**src/rtl/clock_enable_gen_pkg.sv**
```systemverilog
// Shared definitions for the clock-enable generator: channel mode encodings and
// the width of the channel index.
package clock_enable_gen_pkg;

    localparam logic MODE_INT  = 1'b0;
    localparam logic MODE_FRAC = 1'b1;

    function automatic int ch_w(input int n);
        return (n > 1) ? $clog2(n) : 1;
    endfunction

endpackage

```
**src/rtl/clock_enable_gen_channel.sv**
```systemverilog
// One clock-enable channel: integer divider or fractional phase accumulator,
// with an active/shadow ratio pair that swaps only at the channel's wrap.
module clock_enable_gen_channel
    import clock_enable_gen_pkg::*;
#(
    parameter int               CNT_W    = 24,
    parameter logic [CNT_W-1:0] DEF_DIV  = '0,
    parameter logic             DEF_MODE = MODE_INT
) (
    input  logic             clk,
    input  logic             clr_n,
    input  logic             en,
    input  logic             sync,
    input  logic             wr,
    input  logic             wr_mode,
    input  logic [CNT_W-1:0] wr_val,
    output logic             tick,
    output logic             level
);

    logic [CNT_W-1:0] cnt;
    logic [CNT_W-1:0] act_val;
    logic [CNT_W-1:0] shd_val;
    logic             act_mode;
    logic             shd_mode;
    logic [CNT_W-1:0] n_last;
    logic [CNT_W:0]   sum;
    logic             wrap;
    logic [CNT_W-1:0] cnt_nxt;

    // A ratio of zero behaves as one, so the last count is 0 in both cases.
    always_comb begin
        n_last  = (act_val == '0) ? '0 : act_val - CNT_W'(1);
        sum     = {1'b0, cnt} + {1'b0, act_val};
        wrap    = 1'b0;
        cnt_nxt = cnt;
        if (act_mode == MODE_FRAC) begin
            wrap    = sum[CNT_W];
            cnt_nxt = sum[CNT_W-1:0];
        end else begin
            wrap    = (cnt >= n_last);
            cnt_nxt = wrap ? '0 : cnt + CNT_W'(1);
        end
    end

    always_ff @(posedge clk or negedge clr_n) begin
        if (!clr_n) begin
            cnt      <= '0;
            act_val  <= DEF_DIV;
            act_mode <= DEF_MODE;
            shd_val  <= DEF_DIV;
            shd_mode <= DEF_MODE;
            tick     <= 1'b0;
            level    <= 1'b0;
        end else begin
            if (wr) begin
                shd_val  <= wr_val;
                shd_mode <= wr_mode;
            end
            if (sync) begin
                // A write in the sync cycle is loaded straight through to active.
                cnt      <= '0;
                tick     <= 1'b0;
                level    <= 1'b0;
                act_val  <= wr ? wr_val  : shd_val;
                act_mode <= wr ? wr_mode : shd_mode;
            end else if (en) begin
                tick <= wrap;
                if (wrap) begin
                    level    <= ~level;
                    act_val  <= shd_val;
                    act_mode <= shd_mode;
                    cnt      <= (shd_mode != act_mode) ? '0 : cnt_nxt;
                end else begin
                    cnt <= cnt_nxt;
                end
            end else begin
                tick <= 1'b0;
            end
        end
    end

endmodule

```
**src/rtl/clock_enable_gen.sv**
```systemverilog
// Multi-channel clock-enable generator: config decode, ack/err strobes and
// fan-out of the shared run/sync controls to the per-channel dividers.
module clock_enable_gen
    import clock_enable_gen_pkg::*;
#(
    parameter int                   NCH      = 3,
    parameter int                   CNT_W    = 24,
    parameter logic [NCH*CNT_W-1:0] DEF_DIV  = {24'd1666667, 24'd262144, 24'd4},
    parameter logic [NCH-1:0]       DEF_MODE = 3'b000,
    localparam int                  CH_W     = ch_w(NCH)
) (
    input  logic             clk,
    input  logic             clr_n,
    input  logic             en,
    input  logic             sync,
    input  logic             cfg_we,
    input  logic [CH_W-1:0]  cfg_ch,
    input  logic             cfg_mode,
    input  logic [CNT_W-1:0] cfg_val,
    output logic             cfg_ack,
    output logic             cfg_err,
    output logic [NCH-1:0]   tick,
    output logic [NCH-1:0]   level
);

    localparam logic [CH_W:0] NCH_C = (CH_W+1)'(NCH);

    logic           ch_ok;
    logic [NCH-1:0] wr;

    assign ch_ok = ({1'b0, cfg_ch} < NCH_C);

    always_ff @(posedge clk or negedge clr_n) begin
        if (!clr_n) begin
            cfg_ack <= 1'b0;
            cfg_err <= 1'b0;
        end else begin
            cfg_ack <= cfg_we && ch_ok;
            cfg_err <= cfg_we && !ch_ok;
        end
    end

    for (genvar i = 0; i < NCH; i++) begin : g_ch
        assign wr[i] = cfg_we && (cfg_ch == CH_W'(i));

        clock_enable_gen_channel #(
            .CNT_W    (CNT_W),
            .DEF_DIV  (DEF_DIV[i*CNT_W +: CNT_W]),
            .DEF_MODE (DEF_MODE[i])
        ) u_ch (
            .clk     (clk),
            .clr_n   (clr_n),
            .en      (en),
            .sync    (sync),
            .wr      (wr[i]),
            .wr_mode (cfg_mode),
            .wr_val  (cfg_val),
            .tick    (tick[i]),
            .level   (level[i])
        );
    end

endmodule

```
**config.mk**
```make
export PLATFORM = sky130hd
export DESIGN_NAME = clock_enable_gen
export DESIGN_NICKNAME = d
export VERILOG_FILES = /design/src/rtl/clock_enable_gen_pkg.sv /design/src/rtl/clock_enable_gen_channel.sv /design/src/rtl/clock_enable_gen.sv
export SDC_FILE = /design/constraint.sdc
export NUM_CORES = 1
export LEC_CHECK = 0
export CORE_AREA = 2 2 158 237
export CTS_BUF_LIST = sky130_fd_sc_hd__clkbuf_8
export DETAILED_ROUTE_END_ITERATION = 12
export DIE_AREA = 0 0 160 239
export PLACE_DENSITY_LB_ADDON = 0.15
export SLEW_MARGIN = 20
export SYNTH_ARGS = -nofsm -noshare
export SYNTH_HDL_FRONTEND = slang
export SYNTH_SLANG_ARGS = --single-unit
```
**constraint.sdc**
```tcl
create_clock -name clk -period 6.2 [get_ports clk]
set_input_delay 1.86 -clock clk [delete_from_list [all_inputs] [get_ports clk]]
set_output_delay 1.86 -clock clk [all_outputs]
set_load 0.05 [all_outputs]
```
==> flow_summary.ini <==
[outcome]
run_status = finished, final reports clean

[logic_synthesis]
synth_flop_cell = dfrtp_1
syn_avg_cell_area_um2 = 8.85
yosys.cell_count.top_type = nand2_1
post_synth_and_or_nand_nor_area_fraction_pct = 17.5
ys_seq_elements = 230
synth_edf_count = 0
synth.cells.most_frequent = 264 x nand2_1, 200 x dfrtp_1, 153 x ha_1
post-synth-top-area-fraction_pct = 28.0
synthesis.nets = 2211
ys_async_sr_fraction_pct = 100
synth_compound_area_share_pct = 19.8
post_synth_instance_area_mm2 = 0.0179
synth.area.mux_share_pct = 9.09
largest_family_of_logic_cells_by_synthesized_area = compound AO/OA/AOI/OAI gates
synthDominantAreaCellType = dfrtp_1
ys.warnings.count = 0
post_synth_xor_area_fraction_pct = 5.97
post_synthesis_sequential_area_ratio_pct = 32.4
synthAdderAreaFrac_pct = 11.0
ys_top_cells_by_area = dfrtp_1 28%, ha_1 11%, nand2_1 5.5%, mux2_2 4.8%, dfstp_2 4.4%
synthDistinctLibCells = 90
synthesis.instances = 2023

[route]
post_drt_wl_per_cell_um = 20.2
drt-pass1-iter-count = 7
dr.first_iter.drc_count = 899
final_antenna_net_count = 0
drc_errors = 0
wl_um = 51600
routed-via-count = 15648
post_drt_via_cell_ratio = 6.11

[placed_design]
post-place-cells = 2488
placement.io_buffers = 39
setup_ws_pre_cts_ns = 0.897
gp_congestion = 0.923
placement.cell_area_mm2 = 0.0187
dpl.hpwl_um = 38800

[worst_setup_path]
worstPathRequired_ns = 6.60
cpMostUsedCell = nor4_1
critical_path.slowest_cell = or4_1
critical_path_class = flip-flop to flip-flop
cp_slowest_stage_delay_ns = 0.62
end_kind = flip-flop
arrival_ns = 5.66
worstSetupStartpoint = g_ch[1].u_ch.act_val[11]
critPathMaxFanout = 12
cp_num_buf_inv = 1
worst-r2r-setup-slack_ns = 0.94
crit_family = simple AND/OR/NAND/NOR gates
critical_path.startpoint_type = flip-flop
cp_num_cells = 16
rr_worst_depth = 16
critical_path.reg2reg.startpoint = g_ch[1].u_ch.act_val[11]
worstReg2RegEnd = g_ch[1].u_ch.cnt[0]
cell_chain_critical_path = or4_1 > nor4_1 > and2b_1 > nand3_1 > nor4_1 > xor2_1 > nand2_1 > ha_1 > nand4_1 > nor3_1 > nor4b_1 > a21o_1 > nor2_1 > a21oi_2 > buf_4 > o22ai_1
endpoint = g_ch[1].u_ch.cnt[0]

[cts]
max-clock-path-buffers = 3
tritoncts.num_buffers = 40
clk_transition_reported_paths_ns = 0.06
htree_num_levels = 2
post_cts_resize_count = 0
cts.sinks = 230
post_cts_hold_buffer_count = 0
cts_tree = built
post_cts_setup_bufs = 0
cts.root.buffer_cell = clkbuf_8
worstSkewPairLatency_ns = 0.57

[timing]
postLayoutSetupSlackWorst_ns = 0.940
grt_setup_unrepaired = no
worst-slew-pin-transition_ns = 1.12
maxSlewHeadroom_pct = 25.0
period_needed_ns = 5.26
maximum_clock_skew_at_final_layout_ns = 0.0157
fin_setup_tns_ns = 0
hold_viol = 0
fmaxAchievable_ghz = 0.190
share_of_the_cycle_needed_by_the_critical_path_after_routing_pct = 84.8
holdWs_ns = 0.521
final-setup-viol-count = 0
final_max_slew_viol_count = 0

[grt]
globalRouteMet1Util_pct = 30.1
grt_pass1_vias = 15738
grt_max_degree = 104
met3_track_usage_gr_pct = 3.23
global_route.usage.total_pct = 27.3
top_usage_layer = met2
global_route.overflow_total = 0
grt_pass1_wl_um = 83700
antenna_found_initial = 2
groute.layer.met2.usage_pct = 51.4

[layout]
n_fill_cell = 3501
stdcell_area_mm2 = 0.0195
post_route_cells_drive_above_1_share_pct = 11.4
design.final.nets = 2234
area_taken_by_multi_input_logic_gates_mm2 = 0.0114
finish.cell_count_without_fillers = 2562
area.sequential_mm2 = 0.00579
final_core_util_pct = 53.6
syn2layout_area_growth_pct = 8.98

[floorplan]
die_h_um = 239
floorplan.die_area_mm2 = 0.0382
starting_density_of_the_core_pct = 49.2
core_area_mm2 = 0.0364
top_level_ports = 40
chipWidth_um = 160
rows = 86

[hold_path]
min-delay-start = g_ch[2].u_ch.shd_val[23]
hold_critical_path_depth = 1
min-delay-path-class = flip-flop to flip-flop

[power_and_ir_drop]
p_leak_nw = 8.86
irDropWorstVdd_v = 0.000189
power.total_mw = 6.45
power_density_mw_per_mm2 = 331

[job]
max_cap_viol_count = 0
-- layer usage --
layer,vias to the layer above,wire length [um]
met1,7624,20000
met3,130,1760
met4,0,2430
met5,-,0
li1,7509,-
met2,385,27400
-- report_power, final --
part | switching, mW | leakage [nW] | internal (mW)
Combinational | 1.55 | 5.52 | 1.14
Clock | 0.673 | 0.481 | 0.797
Sequential | 0.457 | 2.86 | 1.83
-- kinds of logic after synthesis --
logic type,Yosys count
AOI/OAI and AO/OA,568
xor gates and xnor gates,122
adders and majority gates,156
buffers and inverters,148
DFF,230
muxes,153
and+or+nand+nor,646
-- state kept, by name, indices dropped and copies added (netlist names) --
| register | cells |
|---|---|
| cfg_ack | 1 |
| cfg_err | 1 |
| g_ch.u_ch.act_mode | 3 |
| g_ch.u_ch.act_val | 72 |
| g_ch.u_ch.cnt | 72 |
| g_ch.u_ch.level | 3 |
| g_ch.u_ch.shd_mode | 3 |
| g_ch.u_ch.shd_val | 72 |
| g_ch.u_ch.tick | 3 |
-- worst min path at each step --
| stage | end | slack [ns] |
|---|---|---|
| floorplan | g_ch[1].u_ch.shd_val[0] | 0.50 |
| global placement | g_ch[1].u_ch.shd_val[4] | 0.50 |
| detailed placement | g_ch[2].u_ch.shd_val[23] | 0.51 |
| CTS | g_ch[2].u_ch.shd_val[23] | 0.52 |
| global route | g_ch[0].u_ch.shd_val[1] | 0.54 |
| finish | g_ch[2].u_ch.shd_val[23] | 0.52 |
-- area by class of cell --
class / instances / area share [%]
inverters: 56 / 1.08
clock buffers: 52 / 3.67
flip-flops and latches: 230 / 29.7
repair buffers: 73 / 3.45
diodes: 1 / 0.0128
multi-input cells: 1645 / 58.4
clock inverters: 21 / 0.622
well taps: 484 / 3.10
-- cell usage in the layout (no fill, tap or decap), types with 12 or more instances in the layout --
master / netlist / final
o21ai_0: 142 / 142
nand2_1: 264 / 264
a211oi_1: 13 / 13
mux2i_1: 77 / 77
nor4_1: 41 / 41
clkdlybuf4s50_1: 0 / 37
and3_1: 26 / 26
a21o_1: 39 / 39
o22ai_1: 21 / 21
xor2_1: 65 / 65
o211ai_1: 12 / 12
buf_4: 8 / 33
a32oi_1: 15 / 15
a31oi_1: 19 / 19
nor2b_1: 13 / 13
clkbuf_8: 4 / 52
o2bb2ai_1: 26 / 26
a21oi_1: 135 / 135
nor2_1: 92 / 91
dfrtp_1: 200 / 200
o21ai_1: 56 / 56
inv_1: 56 / 66
nor3_1: 54 / 54
mux2_2: 76 / 76
xnor2_1: 57 / 57
nand3_1: 45 / 44
dfstp_2: 30 / 30
ha_1: 153 / 153
nand2b_1: 15 / 15
nand4_1: 23 / 23
Power figures use the tool's default switching activity.
